## src/rtl/bcd_seg_pkg.sv

```systemverilog
// Shared constants for the multiplexed 7-segment scanner.
// All segment codes are active-low {g,f,e,d,c,b,a}.
package bcd_seg_pkg;

  localparam int IDX_W = 2;

  localparam logic [6:0] SEG_BLANK = 7'b1111111;
  localparam logic [6:0] SEG_DASH  = 7'b0111111;
  localparam logic [3:0] AN_OFF    = 4'b1111;

  // Entry n holds the active-low pattern for digit n; the highest index is listed first.
  localparam logic [9:0][6:0] SEG_TABLE = {
    7'b0010000,  // 9
    7'b0000000,  // 8
    7'b1111000,  // 7
    7'b0000010,  // 6
    7'b0010010,  // 5
    7'b0011001,  // 4
    7'b0110000,  // 3
    7'b0100100,  // 2
    7'b1111001,  // 1
    7'b1000000   // 0
  };

endpackage

```

## src/rtl/bcd_to_seg.sv

```systemverilog
// Combinational BCD digit to active-low 7-segment decoder.
// Codes A-F are not valid BCD and display a dash.
module bcd_to_seg
  import bcd_seg_pkg::*;
(
  input  logic [3:0] bcd,
  output logic [6:0] seg
);

  always_comb begin
    seg = SEG_DASH;
    if (bcd <= 4'd9) begin
      seg = SEG_TABLE[bcd];
    end
  end

endmodule

```

## src/rtl/bcd_seg_scan.sv

```systemverilog
// Time-multiplexed driver for a 4-digit common-anode display showing a 3-digit BCD value.
// The value is snapshotted once per frame; leading zeros are blanked; each slot opens dark.
module bcd_seg_scan
  import bcd_seg_pkg::*;
#(
  parameter int SCAN_DIV = 100000,
  parameter int GUARD    = 4,
  parameter int BLANK_LZ = 1
) (
  input  logic        clk,
  input  logic        rst_n,
  input  logic [11:0] num,
  output logic [6:0]  seg,
  output logic [3:0]  an,
  output logic        frame_tick
);

  localparam int CNT_W = (SCAN_DIV > 1) ? $clog2(SCAN_DIV) : 1;
  localparam logic [IDX_W-1:0] IDX_LAST = IDX_W'(3);

  logic [CNT_W-1:0] tick_cnt;
  logic [IDX_W-1:0] idx;
  logic [11:0]      snap;
  logic             tick;

  logic [3:0] digit;
  logic [6:0] digit_seg;
  logic       blank_hund;
  logic       blank_tens;
  logic       lit;
  logic [3:0] an_next;
  logic [6:0] seg_next;

  assign tick = (tick_cnt == CNT_W'(SCAN_DIV - 1));

  always_ff @(posedge clk or negedge rst_n) begin
    if (!rst_n) begin
      tick_cnt   <= '0;
      idx        <= '0;
      snap       <= 12'h000;
      frame_tick <= 1'b0;
    end else begin
      frame_tick <= 1'b0;
      if (tick) begin
        tick_cnt <= '0;
        idx      <= idx + 1'b1;
        // Snapshot at the end of the dark slot so the whole next frame is consistent.
        if (idx == IDX_LAST) begin
          snap       <= num;
          frame_tick <= 1'b1;
        end
      end else begin
        tick_cnt <= tick_cnt + 1'b1;
      end
    end
  end

  always_comb begin
    digit = 4'h0;
    case (idx)
      2'd0:    digit = snap[3:0];
      2'd1:    digit = snap[7:4];
      2'd2:    digit = snap[11:8];
      default: digit = 4'h0;
    endcase
  end

  bcd_to_seg u_dec (
    .bcd (digit),
    .seg (digit_seg)
  );

  // Invalid codes count as non-zero, so only a true 0 nibble blanks.
  assign blank_hund = (BLANK_LZ != 0) && (snap[11:8] == 4'h0);
  assign blank_tens = blank_hund && (snap[7:4] == 4'h0);

  always_comb begin
    lit = (idx != IDX_LAST) && (tick_cnt >= CNT_W'(GUARD));
    if (idx == 2'd1 && blank_tens) lit = 1'b0;
    if (idx == 2'd2 && blank_hund) lit = 1'b0;
    an_next  = AN_OFF;
    seg_next = SEG_BLANK;
    if (lit) begin
      an_next  = ~(4'b0001 << idx);
      seg_next = digit_seg;
    end
  end

  always_ff @(posedge clk or negedge rst_n) begin
    if (!rst_n) begin
      an  <= AN_OFF;
      seg <= SEG_BLANK;
    end else begin
      an  <= an_next;
      seg <= seg_next;
    end
  end

endmodule
```

## config.mk

```make
export PLATFORM = sky130hd
export DESIGN_NAME = bcd_seg_scan
export DESIGN_NICKNAME = d
export VERILOG_FILES = /design/src/rtl/bcd_seg_pkg.sv /design/src/rtl/bcd_to_seg.sv /design/src/rtl/bcd_seg_scan.sv
export SDC_FILE = /design/constraint.sdc
export NUM_CORES = 1
export LEC_CHECK = 0
export ABC_AREA = 1
export BUFFER_PORTS_ARGS = -buffer_cell sky130_fd_sc_hd__buf_2
export CORE_MARGIN = 2
export CORE_UTILIZATION = 60
export DETAILED_ROUTE_END_ITERATION = 10
export PLACE_DENSITY_LB_ADDON = 0.15
export SYNTH_ARGS = -nofsm -noshare
export SYNTH_HDL_FRONTEND = slang
export SYNTH_SLANG_ARGS = --single-unit
```

## constraint.sdc

```tcl
create_clock -name clk -period 3.34 [get_ports clk]
set_clock_uncertainty 0.15 [all_clocks]
set_input_delay 0.334 -clock clk [delete_from_list [all_inputs] [get_ports clk]]
set_output_delay 0.334 -clock clk [all_outputs]
set_load 0.05 [all_outputs]
```

* Yosys cells after proc, flatten, opt, wreduce, memory -nomap -nowiden *
Memories as Yosys holds them, arrays and structs flattened.
Cells that the tools add are included.

storage, ports and cells
  input port bits = 14
  ROM bits = 112
  output and inout bits = 12
  register bits = 43
  memories = 1

memories
  name              depth  width  read ports  clocked after memory_dff  write ports  line              RTL
  (name not given)  16     7      1           0                         0            bcd_to_seg.sv:13  seg = SEG_TABLE[bcd];

cells by class
  magnitude comparators = 3
  shift operators = 1
  muxes and demuxes = 10
  bitwise operators = 1
  add/subtract/negate cells = 2
  equality and inequality tests = 5
  reduce and logical (&&, ||, !) cells = 8

operator list
  operator                                                                              number
  7-bit 2-to-1 mux                                                                      3
  17-bit by 1-bit adder with 17-bit output, second input constant                       1
  17-bit equality test, second input constant                                           1
  17-bit by 3-bit greater-or-equal comparator with 1-bit output, second input constant  1
  17-bit 2-to-1 mux                                                                     1
  4-bit case mux with 3 select lines                                                    1
  4-bit logical NOT                                                                     2
  4-bit by 5-bit less-than comparator with 1-bit output, second input constant          1
  2-bit equality test, second input constant                                            2
  4-bit less-or-equal comparator, second input constant                                 1
  1-bit logical AND                                                                     4
  1-bit 2-to-1 mux                                                                      4
  4-bit 2-to-1 mux                                                                      1
  4-bit NOT                                                                             1
  1-bit by 2-bit left shift with 4-bit output, first input constant                     1
  2-bit by 1-bit adder with 2-bit output, second input constant                         1
  2-bit by 1-bit equality test with 1-bit output, second input constant                 1
  2-bit logical NOT                                                                     1
  2-bit inequality test, second input constant                                          1
  2-bit AND reduction                                                                   1

* Logic depth before layout (Yosys ltp) *
  depth in word-level cells = 6
  depth in mapped cells = 12

* Modules after synthesis *
From an unflattened synthesis, not the netlist that was laid out.

second synthesis, totals
  cell total of the unflattened synthesis = 345
  area, all modules = 2,551.2 µm²

modules (own cells, without submodules)
  module        cells each  area an instance (µm²)  times used  seq. area each (µm²)
  bcd_seg_scan  315         2,362.3                 1           1,089.8
  bcd_to_seg    30          188.9                   1           0.0

* Worst setup path after synthesis *
Ideal clock, no wire load.

  path kind = flip-flop to flip-flop
  start point = register idx[0]
  end point = register seg[0]
  setup slack = 1.324 ns
  data arrival time = 1.805 ns
  stages on the path, launching flop included = 12
  required time = 3.129 ns
  path buffers = 0
  period minus slack after synthesis = 2.016 ns
  library setup time = 0.061 ns
  cell sequence = dfrtp_1 inv_1 ha_1 nand2_1 nand3_1 nand2_1 inv_1 ha_1 or2_2 a21oi_1 nor2_2 nand2_1

between the ends
  word-level cells in the longest chain between the ends = 6
  elaborated cells between the ends (all ways) = 15
  classes of those cells = 1 x order compare; 3 x eq/ne; 6 x mux; 4 x reduce/logical; 1 x memory

RTL lines
  what                                         line                                    RTL
  from (decl)                                  bcd_seg_scan.sv:22                      logic [IDX_W-1:0] idx;
  from (signal assigned)                       bcd_seg_scan.sv:46                      idx <= idx + 1'b1;
  2-bit equality test (tied with other cells)  bcd_seg_scan.sv:60, bcd_seg_scan.sv:80
  4-bit case mux with 3 select lines           bcd_seg_scan.sv:60                      case (idx)
  memory read 16 x 7 bit                       n/a
  7-bit 2-to-1 mux (implied by the code)       bcd_to_seg.sv:13
  7-bit 2-to-1 mux                             bcd_to_seg.sv:12                        if (bcd <= 4'd9) begin
  7-bit 2-to-1 mux *                           bcd_seg_scan.sv:83                      if (lit) begin
  via seg_next[0]                              bcd_seg_scan.sv:32                      logic [6:0] seg_next;
  to (signal assigned)                         bcd_seg_scan.sv:95                      seg <= seg_next;
  to (decl)                                    bcd_seg_scan.sv:13                      output logic [6:0] seg,

The timed path passes the listed nets; every way through them passes the cells marked *. The select of a mux whose other input is x is not followed.
A chain may end at the register's enable or synchronous reset.

* Worst setup path in the final report *
  start point = register idx[0]
  end point = register seg[1]

The elaborated chain is that of the path after synthesis.

==> metrics.cfg <==
[hold_path]
hp-class = input port to asynchronous set/reset pin

[synth]
synthCells = 333
syn_nets = 359
synth-seq-cells = 43
ys_warn_count = 0
netlist_area_mm2 = 0.00246
synth_seq_area_share_pct = 44.3
synth_cell_type_count = 32
avgSynthCellArea_um2 = 7.39

[clock_tree]
post_cts_buffers = 0
clock_sinks = 43
cts_tree = yes
clkLatencyLatePin_ps = 290
cts_buffers = 5
clock_path_buffers = 2
cts_hold_buf = 0
path_clk_slew_ps = 80
cts_resized = 0
h-tree-depth = 2
clock-root-buffer = clkbuf_8

[global_route]
grt_max_degree = 44
grt_pass1_vias = 1813
antenna_found_initial = 0
grt_pass1_wl_um = 7830
grt_overflow = 0
grt_usage_pct = 22.8

[worst_setup_path]
required_ps = 3430
endpoint_kind = flip-flop
crit_chain = inv_1 > ha_1 > nand2_1 > nand3_1 > nand2_1 > inv_1 > ha_1 > or2_2 > a21oi_1 > nor2_2 > nand2_1
path_delay_family = simple AND/OR/NAND/NOR gates
worstPathMaxFanout = 6
crit_type = flip-flop to flip-flop
critPathBufInv = 2
crit_top_cell = nand2_1
arrival_ps = 2300
slowest_delay_ps = 380
cp_slowest_cell = dfrtp_1
cp-start-kind = flip-flop

[sta]
setup_viol = 0
drv_slew = 0
fin_crit_sh_pct = 66.2
rsz0062_at_grt = no
worstMarginPinSlew_ps = 930
hold_ws_ps = 23.5
finalHoldViolCount = 0
fin_crit_ps = 2210
slew_headroom_pct = 38.0
fin_tns_setup_ps = 0
timing.fmax_mhz = 452

[placement]
place_congestion = 0.905
port_buffers = 25
hpwl_um = 3450
dpl-instance-area_mm2 = 0.00263

[floorplanning]
die_y_um = 68.0
core_area_mm2 = 0.00397
io_pins = 26
die_w_um = 68.0
die_area_mm2 = 0.00463
start_util_pct = 61.9
num_rows = 23

[finish]
fillers = 335
stdcell_area_mm2 = 0.00272
final_core_util_pct = 68.5
layout-drive-gt1-share_pct = 15.4
synthToLayoutAreaGrowth_pct = 10.5
diodes = 0
final_nets = 388

[routing]
routed_wire_length_per_instance_um = 11.2
drc = 0
drtAntennaViolNets = 0
num_vias = 2032
firstDrtPassIters = 5
first_iter_violations = 224
viasPerCell = 4.92
routed_wl_um = 4630

[outcome]
status = completed

[flow_run]
cap_violations = 0

[power_and_ir_drop]
ir_drop_uv = 233
p_per_area_mw_per_mm2 = 324
p_leak_nw = 1.60

synthesized netlist by cell type, drive strengths merged:
cell / instances / area [um2]
dfstp: 11 / 289
and2: 1 / 6.26
o211ai: 1 / 7.51
ha: 12 / 150
clkbuf: 1 / 3.75
buf: 3 / 23.8
a21oi: 4 / 20.0
inv: 73 / 274
o21ai: 5 / 25.0
nor3b: 1 / 7.51
clkinv: 1 / 3.75
o21bai: 1 / 7.51
xor2: 4 / 35.0
a211oi: 1 / 7.51
nand4: 17 / 113
nand3b: 1 / 7.51
dfrtp: 32 / 801
nor3: 3 / 15.0
conb: 1 / 3.75
nand2: 96 / 370
nand3: 17 / 90.1
or2: 1 / 6.26
nor2: 46 / 193
per-layer routing:
metal / track usage (%) / part of all wire (%) / vias to the layer above
li1: - / - / 1057
met1: 30.5 / 48 / 916
met2: 35.7 / 45 / 52
met3: 6.09 / 5.6 / 7
met4: 7.75 / 1.2 / 0
met5: 0 / 0 / -
state kept, by name (all words and copies together), names as in the netlist:
name        cells
seg             7
an              4
snap           12
frame_tick      1
tick_cnt       17
idx             2
worst register-to-register path: cells and delay by family (launching register included):
kind / cells / cell delay (ps)
fa+ha+maj: 2 / 490
compound gates: 1 / 180
buf+inv: 2 / 210
flops: 1 / 380
simple gates: 6 / 760
path summary, 6_finish.rpt:
check                       startpoint     endpoint  slack, ps  cells past startpoint
min reg2reg                tick_cnt[0]  tick_cnt[0]        340                      1
max in group asynchronous        rst_n   frame_tick       2440                      1
min in group clk                num[5]      snap[5]        180                      5
max reg2reg                     idx[0]       seg[1]       1130                     11
min                              rst_n  tick_cnt[9]         20                      1
max                             idx[0]       seg[1]       1130                     11
final cells by class:
type	instances	area (um2)	area share [%]
Sequential cell	43	1090	40.1
Multi-Input combinational cell	212	1060	39.2
Inverter	74	278	10.2
Timing Repair Buffer	26	133	4.88
Clock buffer	7	86.3	3.18
Tap cell	50	62.6	2.30
Clock inverter	1	5.00	0.184
logic make-up (layout without fill, tap and decap cells):
| kind of cell | Yosys count | after routing | share of synthesized area [%] |
|---|---|---|---|
| XOR/XNOR | 4 | 4 | 1.42 |
| flip-flops | 43 | 43 | 44.3 |
| AO/OA/AOI/OAI | 12 | 12 | 2.75 |
| AND/OR/NAND/NOR | 183 | 183 | 32.9 |
| buffers and inverters | 78 | 108 | 12.4 |
| other | 1 | 1 | 0.152 |
| adder cells (fa/ha/maj) | 12 | 12 | 6.10 |
report_power, final:
group,switching [mW],internal (mW)
logic,0.0156,0.00668
clock network,0.168,0.167
registers,0.000139,0.522
total,0.184,0.695
stage by stage:
| stage | setup WS [ps] | power, mW | std cells |
|---|---|---|---|
| 6_report | 1130 | 0.880 | 413 |
| 5_1_grt | 918 | 0.912 | 413 |
| 4_1_cts | 1120 | 0.886 | 413 |
| 3_5_place_dp | 1140 | 0.555 | 405 |
| 3_3_place_gp | 1230 | 0.554 | 405 |
| 2_1_floorplan | 1320 | 0.537 | 333 |
placed cells by master, fill, tap and decap left out, drive strengths merged:
master / count
buf: 26
nand2: 96
o21bai: 1
nor3b: 1
clkinv: 2
dfrtp: 32
clkbuf: 7
and2: 1
o21ai: 5
a211oi: 1
xor2: 4
dfstp: 11
o211ai: 1
a21oi: 4
inv: 73
nand3b: 1
conb: 1
ha: 12
or2: 1
nand4: 17
nor3: 3
nor2: 46
nand3: 17
Note: power is estimated with default switching activity, not from simulation.
